<file path="config.mk">
export PLATFORM = sky130hd
export DESIGN_NAME = pipelined_add_sub_cla
export DESIGN_NICKNAME = d
export VERILOG_FILES = /design/src/rtl/pipelined_add_sub_cla.sv
export SDC_FILE = /design/constraint.sdc
export NUM_CORES = 1
export LEC_CHECK = 0
export BUFFER_PORTS_ARGS = -buffer_cell sky130_fd_sc_hd__buf_4
export CAP_MARGIN = 40
export CORE_AREA = 2 2 150 152
export CTS_CLUSTER_SIZE = 28
export DETAILED_ROUTE_END_ITERATION = 6
export DIE_AREA = 0 0 152 154
export GPL_TIMING_DRIVEN = 0
export PLACE_DENSITY_LB_ADDON = 0.12
export SKIP_LAST_GASP = 1
export SLEW_MARGIN = 20
export SYNTH_ARGS = -nofsm -noshare
export SYNTH_HDL_FRONTEND = slang
export SYNTH_SLANG_ARGS = --single-unit
</file>
<file path="constraint.sdc">
create_clock -name clk -period 3.75 [get_ports clk]
set_input_delay 0.5625 -clock clk [delete_from_list [all_inputs] [get_ports clk]]
set_output_delay 0.5625 -clock clk [all_outputs]
set_load 0.02 [all_outputs]
</file>
<file path="src/rtl/pipelined_add_sub_cla.sv">
// N-bit add/sub from GROUP-bit CLA slices, one slice per stage; latency WIDTH/GROUP, stalls freeze every stage.
// Optional ADDSUB_SAT_EN saturates the result on signed overflow in the output stage.
module pipelined_add_sub_cla #(
  parameter int WIDTH = 16,
  parameter int GROUP = 4
) (
  input  logic             clk,
  input  logic             rst_n,
  input  logic             in_valid,
  output logic             in_ready,
  input  logic [WIDTH-1:0] a,
  input  logic [WIDTH-1:0] b,
  input  logic             cin,
  input  logic             ctrl,
  output logic             out_valid,
  input  logic             out_ready,
  output logic [WIDTH-1:0] s,
  output logic             cout,
  output logic             ovf,
  output logic             zero
);
  localparam int L = WIDTH / GROUP;

  // Returns {carry_out, carry_into_msb, sum} with every carry expanded as a lookahead term.
  function automatic logic [GROUP+1:0] cla(input logic [GROUP-1:0] x,
                                           input logic [GROUP-1:0] y,
                                           input logic ci);
    logic [GROUP-1:0] g, p;
    logic [GROUP:0]   c;
    logic             pp;
    g    = x & y;
    p    = x ^ y;
    c    = '0;
    c[0] = ci;
    for (int i = 0; i < GROUP; i++) begin
      c[i+1] = g[i];
      pp     = p[i];
      for (int k = i - 1; k >= 0; k--) begin
        c[i+1] = c[i+1] | (pp & g[k]);
        pp     = pp & p[k];
      end
      c[i+1] = c[i+1] | (pp & ci);
    end
    return {c[GROUP], c[GROUP-1], p ^ c[GROUP-1:0]};
  endfunction

  logic             adv;
  logic [L-1:0]     vld_q, vld_d;
  logic [L-1:0]     c_q, c_d;
  logic [WIDTH-1:0] a_q [L];
  logic [WIDTH-1:0] a_d [L];
  logic [WIDTH-1:0] b_q [L];
  logic [WIDTH-1:0] b_d [L];
  logic [WIDTH-1:0] sum_q [L];
  logic [WIDTH-1:0] sum_d [L];
  logic             out_valid_q, out_valid_d;
  logic [WIDTH-1:0] s_q, s_d;
  logic             cout_q, cout_d, ovf_q, ovf_d, zero_q, zero_d;
  logic [GROUP+1:0] slice;
  logic [GROUP+1:0] fin;
  logic [WIDTH-1:0] s_raw, s_fin;
  logic             ovf_raw;

  assign adv      = !out_valid_q || out_ready;
  assign in_ready = adv;

  always_comb begin
    vld_d       = vld_q;
    c_d         = c_q;
    a_d         = a_q;
    b_d         = b_q;
    sum_d       = sum_q;
    out_valid_d = out_valid_q;
    s_d         = s_q;
    cout_d      = cout_q;
    ovf_d       = ovf_q;
    zero_d      = zero_q;
    slice       = '0;

    fin     = cla(a_q[L-1][WIDTH-GROUP +: GROUP], b_q[L-1][WIDTH-GROUP +: GROUP], c_q[L-1]);
    s_raw   = sum_q[L-1];
    s_raw[WIDTH-GROUP +: GROUP] = fin[GROUP-1:0];
    ovf_raw = fin[GROUP+1] ^ fin[GROUP];
    s_fin   = s_raw;
`ifdef ADDSUB_SAT_EN
    // A negative-looking wrapped result means positive overflow, and vice versa.
    if (ovf_raw)
      s_fin = s_raw[WIDTH-1] ? {1'b0, {(WIDTH-1){1'b1}}} : {1'b1, {(WIDTH-1){1'b0}}};
`endif

    if (adv) begin
      vld_d[0] = in_valid;
      if (in_valid) begin
        a_d[0]   = a;
        b_d[0]   = ctrl ? ~b : b;
        c_d[0]   = cin ^ ctrl;
        sum_d[0] = '0;
      end
      for (int j = 1; j < L; j++) begin
        slice    = cla(a_q[j-1][(j-1)*GROUP +: GROUP], b_q[j-1][(j-1)*GROUP +: GROUP], c_q[j-1]);
        vld_d[j] = vld_q[j-1];
        a_d[j]   = a_q[j-1];
        b_d[j]   = b_q[j-1];
        sum_d[j] = sum_q[j-1];
        sum_d[j][(j-1)*GROUP +: GROUP] = slice[GROUP-1:0];
        c_d[j]   = slice[GROUP+1];
      end
      out_valid_d = vld_q[L-1];
      s_d         = s_fin;
      cout_d      = fin[GROUP+1];
      ovf_d       = ovf_raw;
      zero_d      = (s_fin == '0);
    end
  end

  always_ff @(posedge clk or negedge rst_n) begin
    if (!rst_n) begin
      vld_q       <= '0;
      c_q         <= '0;
      for (int j = 0; j < L; j++) begin
        a_q[j]   <= '0;
        b_q[j]   <= '0;
        sum_q[j] <= '0;
      end
      out_valid_q <= 1'b0;
      s_q         <= '0;
      cout_q      <= 1'b0;
      ovf_q       <= 1'b0;
      zero_q      <= 1'b0;
    end else begin
      vld_q       <= vld_d;
      c_q         <= c_d;
      a_q         <= a_d;
      b_q         <= b_d;
      sum_q       <= sum_d;
      out_valid_q <= out_valid_d;
      s_q         <= s_d;
      cout_q      <= cout_d;
      ovf_q       <= ovf_d;
      zero_q      <= zero_d;
    end
  end

  assign out_valid = out_valid_q;
  assign s         = s_q;
  assign cout      = cout_q;
  assign ovf       = ovf_q;
  assign zero      = zero_q;
endmodule

</file>
==> results of run 1 <==
==> per-stage QoR <==
stage	instance area (µm²)	power [mW]
final	6940	6.05
after global routing	6940	6.59
after CTS	6940	6.17
after detailed placement	6360	4.52
after global placement	6330	4.47
after floorplan	5550	3.80
==> worst reg2reg max path, stage by stage, from the launching register on <==
cell,delay [ps]
dfrtp_1,420
ha_1,310
a21o_1,180
a21oi_1,240
o21ba_2,210
xnor2_1,100
mux2_2,270
==> routing by layer <==
layer  track usage  wire [µm]  vias to the layer above
li1              -          -                     1946
met1         0.143       6010                     1694
met2         0.178       5510                       57
met3        0.0358        440                       18
met4        0.0414        211                        0
met5             0          0                        -
==> area by class of cell <==
class / instances / share of cell area
flip-flops and latches: 132 / 0.476
multi-input cells: 401 / 0.304
clock buffers: 21 / 0.0678
repair buffers: 58 / 0.0667
well taps: 280 / 0.0505
plain buffers: 28 / 0.0171
clock inverters: 10 / 0.0153
inverters: 5 / 0.00270
==> kinds of logic (layout without fill, tap and decap cells) <==
| logic type | Yosys count | after routing | share of synthesized area |
|---|---|---|---|
| AND/OR/NAND/NOR | 286 | 286 | 0.200 |
| flip-flops | 132 | 132 | 0.595 |
| AO/OA/AOI/OAI | 49 | 49 | 0.0496 |
| buffers and inverters | 33 | 122 | 0.0248 |
| XOR/XNOR | 29 | 29 | 0.0458 |
| adder cells (fa/ha/maj) | 20 | 20 | 0.0505 |
| multiplexers | 17 | 17 | 0.0345 |
==> sequential cells by signal, summed over array words and instances (netlist names) <==
register,count
a_q,40
b_q,40
s,16
s_fin,12
sum_q,12
c_q,4
vld_q,4
cout,1
out_valid,1
ovf,1
zero,1
==> Yosys cell counts, types with 2 or more instances <==
library cell	instances	area share
a21o_1	4	0.0054
a21oi_1	17	0.015
buf_1	6	0.0041
buf_2	8	0.0072
clkbuf_1	13	0.0088
dfrtp_1	132	0.60
fa_1	4	0.014
ha_1	16	0.036
inv_1	4	0.0027
mux2_2	17	0.034
nand2_1	266	0.18
nand2b_1	2	0.0023
nor2_1	10	0.0068
o21ai_0	23	0.021
o21bai_1	3	0.0041
xnor2_1	29	0.046
==> power by group through the flow <==
stage               logic (mW)  registers [mW]  clock network, mW
detailed placement        2.03            2.49                  0
CTS                       2.04            2.46               1.66
finish                    1.98            2.45               1.62
global placement          2.00            2.47                  0
floorplan                 1.31            2.48                  0
global route              2.31            2.55               1.74
==> path summary, 6_finish.rpt <==
| path | from | to | slack, ps | cells past startpoint |
|---|---|---|---|---|
| worst max-delay path | out_valid | in_ready | 1050 | 5 |
| worst min-delay path | rst_n | a_q[48] | 50 | 1 |
| worst max register to register | a_q[12] | s[15] | 1900 | 6 |
| worst min register to register | b_q[31] | b_q[31] | 460 | 2 |
| max in group asynchronous | rst_n | a_q[63] | 2980 | 2 |
| min in group clk | a[0] | a_q[48] | 380 | 2 |
==> impl_metrics.json, run 1 <==
{
  "portBuffers": 57,
  "cts_resized": 0,
  "ys.flop_type": "dfrtp_1",
  "layout.cells.most_common": "nand2_1",
  "finalClockSkew_ps": 4.52,
  "p_comb_frac": 0.327,
  "multi_input_area_mm2": 0.00211,
  "ys_seq_elements": 132,
  "ys_seq_area_frac": 0.595,
  "diodes": 0,
  "startpoint_type": "flip-flop",
  "critPathCaptureType": "primary output",
  "grt_first_pass_wirelength_mm": 20.6,
  "synth_warnings": 0,
  "grt-ovfl-total": 0,
  "cts_hold_buf": 0,
  "synthCells": 566,
  "hold_viol": 0,
  "p_int_mw": 3.94,
  "seqCellArea_mm2": 0.00330,
  "clock_latency_ps": 410,
  "die_area_mm2": 0.0234,
  "worstPathRequired_ps": 3190,
  "setup_tns_ps": 0,
  "syn_area_per_cell_um2": 9.81,
  "post-place-ws_ps": 1250,
  "power_switching_mw": 2.11,
  "min_period_ps": 2700,
  "clock-root-buffer": "clkbuf_16",
  "io_pins": 59,
  "critical-path-max-stage-delay_ps": 570,
  "areaGrowthSynthToFinish_pct": 25.0,
  "crit_type": "flip-flop to primary output",
  "report.final.slew_viol_count": 0,
  "netlist_area_mm2": 0.00555,
  "die_y_um": 154,
  "rows": 54,
  "ant_nets": 0,
  "fin_util": 0.320,
  "async_reset_ff_frac": 1.00,
  "start_util": 0.256,
  "clockBufferDepth": 2,
  "antenna_found_initial": 0,
  "final-setup-viol-count": 0,
  "critPathSlowestCell": "buf_1",
  "grt_max_degree": 77,
  "wl_per_cell_um": 13.0,
  "cts_buffers": 17,
  "layout-drive-gt1-share": 0.183,
  "crit_fanout": 10,
  "stdcell_count": 935,
  "slew_headroom": 0.540,
  "htree_levels": 4,
  "syn_nets": 624,
  "dp_cells": 904,
  "cts.clk_slew.worst_paths_ps": 60,
  "cts_sinks": 132,
  "crit_family": "buffers and inverters",
  "die_w_um": 152,
  "fin_crit_sh": 0.719,
  "postCtsSetupBuffers": 0,
  "netSwitchingFraction": 0.349,
  "maxCapViolations": 0,
  "holdWs_ps": 49.0,
  "rsz0062_at_grt": "false",
  "hold_path.class": "input port to asynchronous set/reset pin",
  "num_vias": 3715,
  "finalWorstSetupSlack_ps": 1050,
  "ir_drop_mv": 0.305,
  "final_cell_mix": "266 x nand2_1, 132 x dfrtp_1, 57 x buf_4",
  "first_pass_iters": 4,
  "synth_edf_count": 0,
  "grt.total_usage": 0.112,
  "worstPathCellList": "nor2b_1, buf_2, inv_2, buf_1, buf_4",
  "core_area_mm2": 0.0217,
  "fmax_mhz": 371,
  "leakage_nw": 3.44,
  "vias_per_cell": 3.97,
  "powerDensity_mw_per_mm2": 871,
  "cp.arrival_ps": 2130,
  "clockPowerShare": 0.268,
  "yosysUniqueCellTypes": 28,
  "tightest_slew_ps": 691,
  "grt_pass1_vias": 4005,
  "drc": 0,
  "gp_congestion": 0.716,
  "fin_nets": 701,
  "drtIter0Drc": 159,
  "status": "finished, final reports clean",
  "timing.critical_path.buf_inv": 4,
  "post-dp-hpwl_mm": 8.96,
  "fillers": 2266,
  "cts_tree": "built",
  "wl_mm": 12.2,
  "seqPwrFrac": 0.405
}
Note: power is estimated with default switching activity, not from simulation.
==> run 2, diff against run 1 <==
--- a/config.mk
+++ b/config.mk
@@ -5,12 +5,13 @@
 export SDC_FILE = /design/constraint.sdc
 export NUM_CORES = 1
 export LEC_CHECK = 0
+export ABC_AREA = 1
 export BUFFER_PORTS_ARGS = -buffer_cell sky130_fd_sc_hd__buf_4
 export CAP_MARGIN = 40
-export CORE_AREA = 2 2 150 152
+export CORE_AREA = 2 2 153 155
 export CTS_CLUSTER_SIZE = 28
 export DETAILED_ROUTE_END_ITERATION = 6
-export DIE_AREA = 0 0 152 154
+export DIE_AREA = 0 0 155 157
 export GPL_TIMING_DRIVEN = 0
 export PLACE_DENSITY_LB_ADDON = 0.12
 export SKIP_LAST_GASP = 1
==> constraint.sdc (replaced) <==
create_clock -name clk -period 2.5 [get_ports clk]
set_input_delay 0.375 -clock clk [delete_from_list [all_inputs] [get_ports clk]]
set_output_delay 0.375 -clock clk [all_outputs]
set_load 0.02 [all_outputs]
==> impl_metrics.json, run 2 <==
{
  "cts_buffers": 17,
  "ys.flop_type": "dfrtp_1",
  "drc": 0,
  "fin_crit_sh": 0.899,
  "grt-ovfl-total": 0,
  "yosysUniqueCellTypes": 23,
  "die_area_mm2": 0.0243,
  "post-dp-hpwl_mm": 10.0,
  "clock-root-buffer": "clkbuf_16",
  "crit_fanout": 10,
  "die_y_um": 157,
  "io_pins": 59,
  "syn_nets": 723,
  "fillers": 2379,
  "timing.critical_path.buf_inv": 4,
  "diodes": 0,
  "clockBufferDepth": 2,
  "leakage_nw": 3.72,
  "first_pass_iters": 4,
  "htree_levels": 4,
  "r2r-start": "a_q[12]",
  "grt.total_usage": 0.124,
  "rows": 55,
  "antenna_found_initial": 0,
  "gp_congestion": 0.769,
  "cts_sinks": 132,
  "crit_type": "flip-flop to primary output",
  "status": "finished, final reports clean",
  "async_reset_ff_frac": 1.00,
  "core_area_mm2": 0.0225,
  "layout.cells.most_common": "nand2_1",
  "slew_headroom": 0.581,
  "startpoint_type": "flip-flop",
  "ys_seq_elements": 132,
  "hp-start": "a[15]",
  "critical-path-max-stage-delay_ps": 510,
  "post-place-ws_ps": 648,
  "design_area_mm2": 0.00727,
  "num_vias": 4363,
  "power.total_mw": 9.48,
  "synth_warnings": 0,
  "synth_area_leaders": "dfrtp_1 57%, nand2_1 21%, o21ai_0 3.6%",
  "crit_family": "buffers and inverters",
  "crit_start": "out_valid",
  "tightest_slew_ps": 629,
  "worstPathRequired_ps": 2120,
  "maxCapViolations": 0,
  "cts_resized": 0,
  "holdWs_ps": 151,
  "hold_viol": 0,
  "wl_per_cell_um": 13.4,
  "worstPathCellList": "inv_1, nor2_4, inv_2, clkbuf_1, buf_4",
  "layout-drive-gt1-share": 0.144,
  "die_w_um": 155,
  "ant_nets": 0,
  "dpl_cell_area_mm2": 0.00663,
  "synth_edf_count": 0,
  "cts.clk_slew.worst_paths_ps": 60,
  "fmax_mhz": 445,
  "rsz0062_at_grt": "false",
  "finalWorstSetupSlack_ps": 253,
  "synth_top_area_cell": "dfrtp_1",
  "powerDensity_mw_per_mm2": 1300,
  "ir_drop_mv": 0.441,
  "grt_pass1_vias": 4468,
  "areaGrowthSynthToFinish_pct": 25.2,
  "netlist_area_mm2": 0.00581,
  "finalClockSkew_ps": 5.90,
  "setup_tns_ps": 0,
  "vias_per_cell": 4.20,
  "report.final.slew_viol_count": 0,
  "cts_tree": "built",
  "clock_latency_ps": 410,
  "wl_mm": 13.9,
  "min_period_ps": 2250,
  "grt_first_pass_wirelength_mm": 23.4,
  "critPathCaptureType": "primary output",
  "netlist.area_leader.share": 0.569,
  "drtIter0Drc": 249,
  "hold_path.class": "input port to flip-flop",
  "portBuffers": 57,
  "critPathSlowestCell": "clkbuf_1",
  "fin_nets": 801,
  "ys_seq_area_frac": 0.569,
  "synthTopCellsByCount": "325 x nand2_1, 132 x dfrtp_1, 42 x o21ai_0",
  "yosysMostFrequentCell": "nand2_1",
  "final_cell_mix": "325 x nand2_1, 132 x dfrtp_1, 58 x buf_4",
  "syn_area_per_cell_um2": 8.73,
  "start_util": 0.258,
  "cp.arrival_ps": 1870,
  "final-setup-viol-count": 0,
  "grt_max_degree": 84,
  "synthCells": 665
}
run 2: cell types whose count changed in the layout (fill, tap and decap cells not counted), sizes merged, moves of 3 or more:
cell and change:
a21o -3, mux2 -17, a21oi -7, nand4 +6
clkinv -4, o21ai +20, xnor2 -8, a31oi +3
nand3 +21, nand2 +59, inv +21, nand3b +7
nor2 +9, o21bai -3
run 2: worst paths after layout:
check	to	slack, ps	cells after the start
min reg2reg	b_q[31]	460	2
min	a_q[63]	150	3
max in group asynchronous	b_q[42]	1290	3
max	in_ready	250	5
max reg2reg	zero	890	8
min in group asynchronous	s[3]	460	2
run 2: tightest hold or removal path: stages:
cell     delay (ps)
buf_4            70
nand2_1          40
nand2_1          40
run 2: cell type report:
type                            count  area [µm²]  share of cell area
Multi-Input combinational cell    479        2270               0.313
Tap cell                          285         357              0.0490
Buffer                             28         134              0.0184
Sequential cell                   132        3300               0.454
Timing Repair Buffer               59         473              0.0650
Clock buffer                       22         484              0.0666
Inverter                           26        97.6              0.0134
Clock inverter                      9         150              0.0206
run 2: timing repair:
item,CTS,global route
setup buffers,0,0
endpoints found under the hold margin,49,0
hold buffers,1,0
run 2: cell families after synthesis:
logic type,Yosys count,share of synthesized area
adders and majority gates,20,0.0483
buffers and inverters,54,0.0399
DFF,132,0.569
and+or+nand+nor,380,0.260
AOI/OAI and AO/OA,58,0.0513
xor gates and xnor gates,21,0.0317
run 2: power breakdown:
group          switching, mW  total [mW]  internal, mW
registers              0.577        3.62          3.05
clock network          0.901        2.66          1.76
logic                   1.96        3.19          1.23
total                   3.44        9.48          6.04
run 2: layer usage:
| metal | part of all wire | track usage | up-vias |
|---|---|---|---|
| met5 | 0 | 0 | - |
| met4 | 0.014 | 0.0467 | 0 |
| met2 | 0.42 | 0.181 | 89 |
| met1 | 0.52 | 0.174 | 1994 |
| li1 | - | - | 2262 |
| met3 | 0.042 | 0.0336 | 18 |
run 2: stage by stage:
step	util	instances
2_1_floorplan	-	665
3_3_place_gp	0.293	1007
3_5_place_dp	0.295	1008
4_1_cts	0.323	1040
5_1_grt	0.323	1040
6_report	0.323	1040
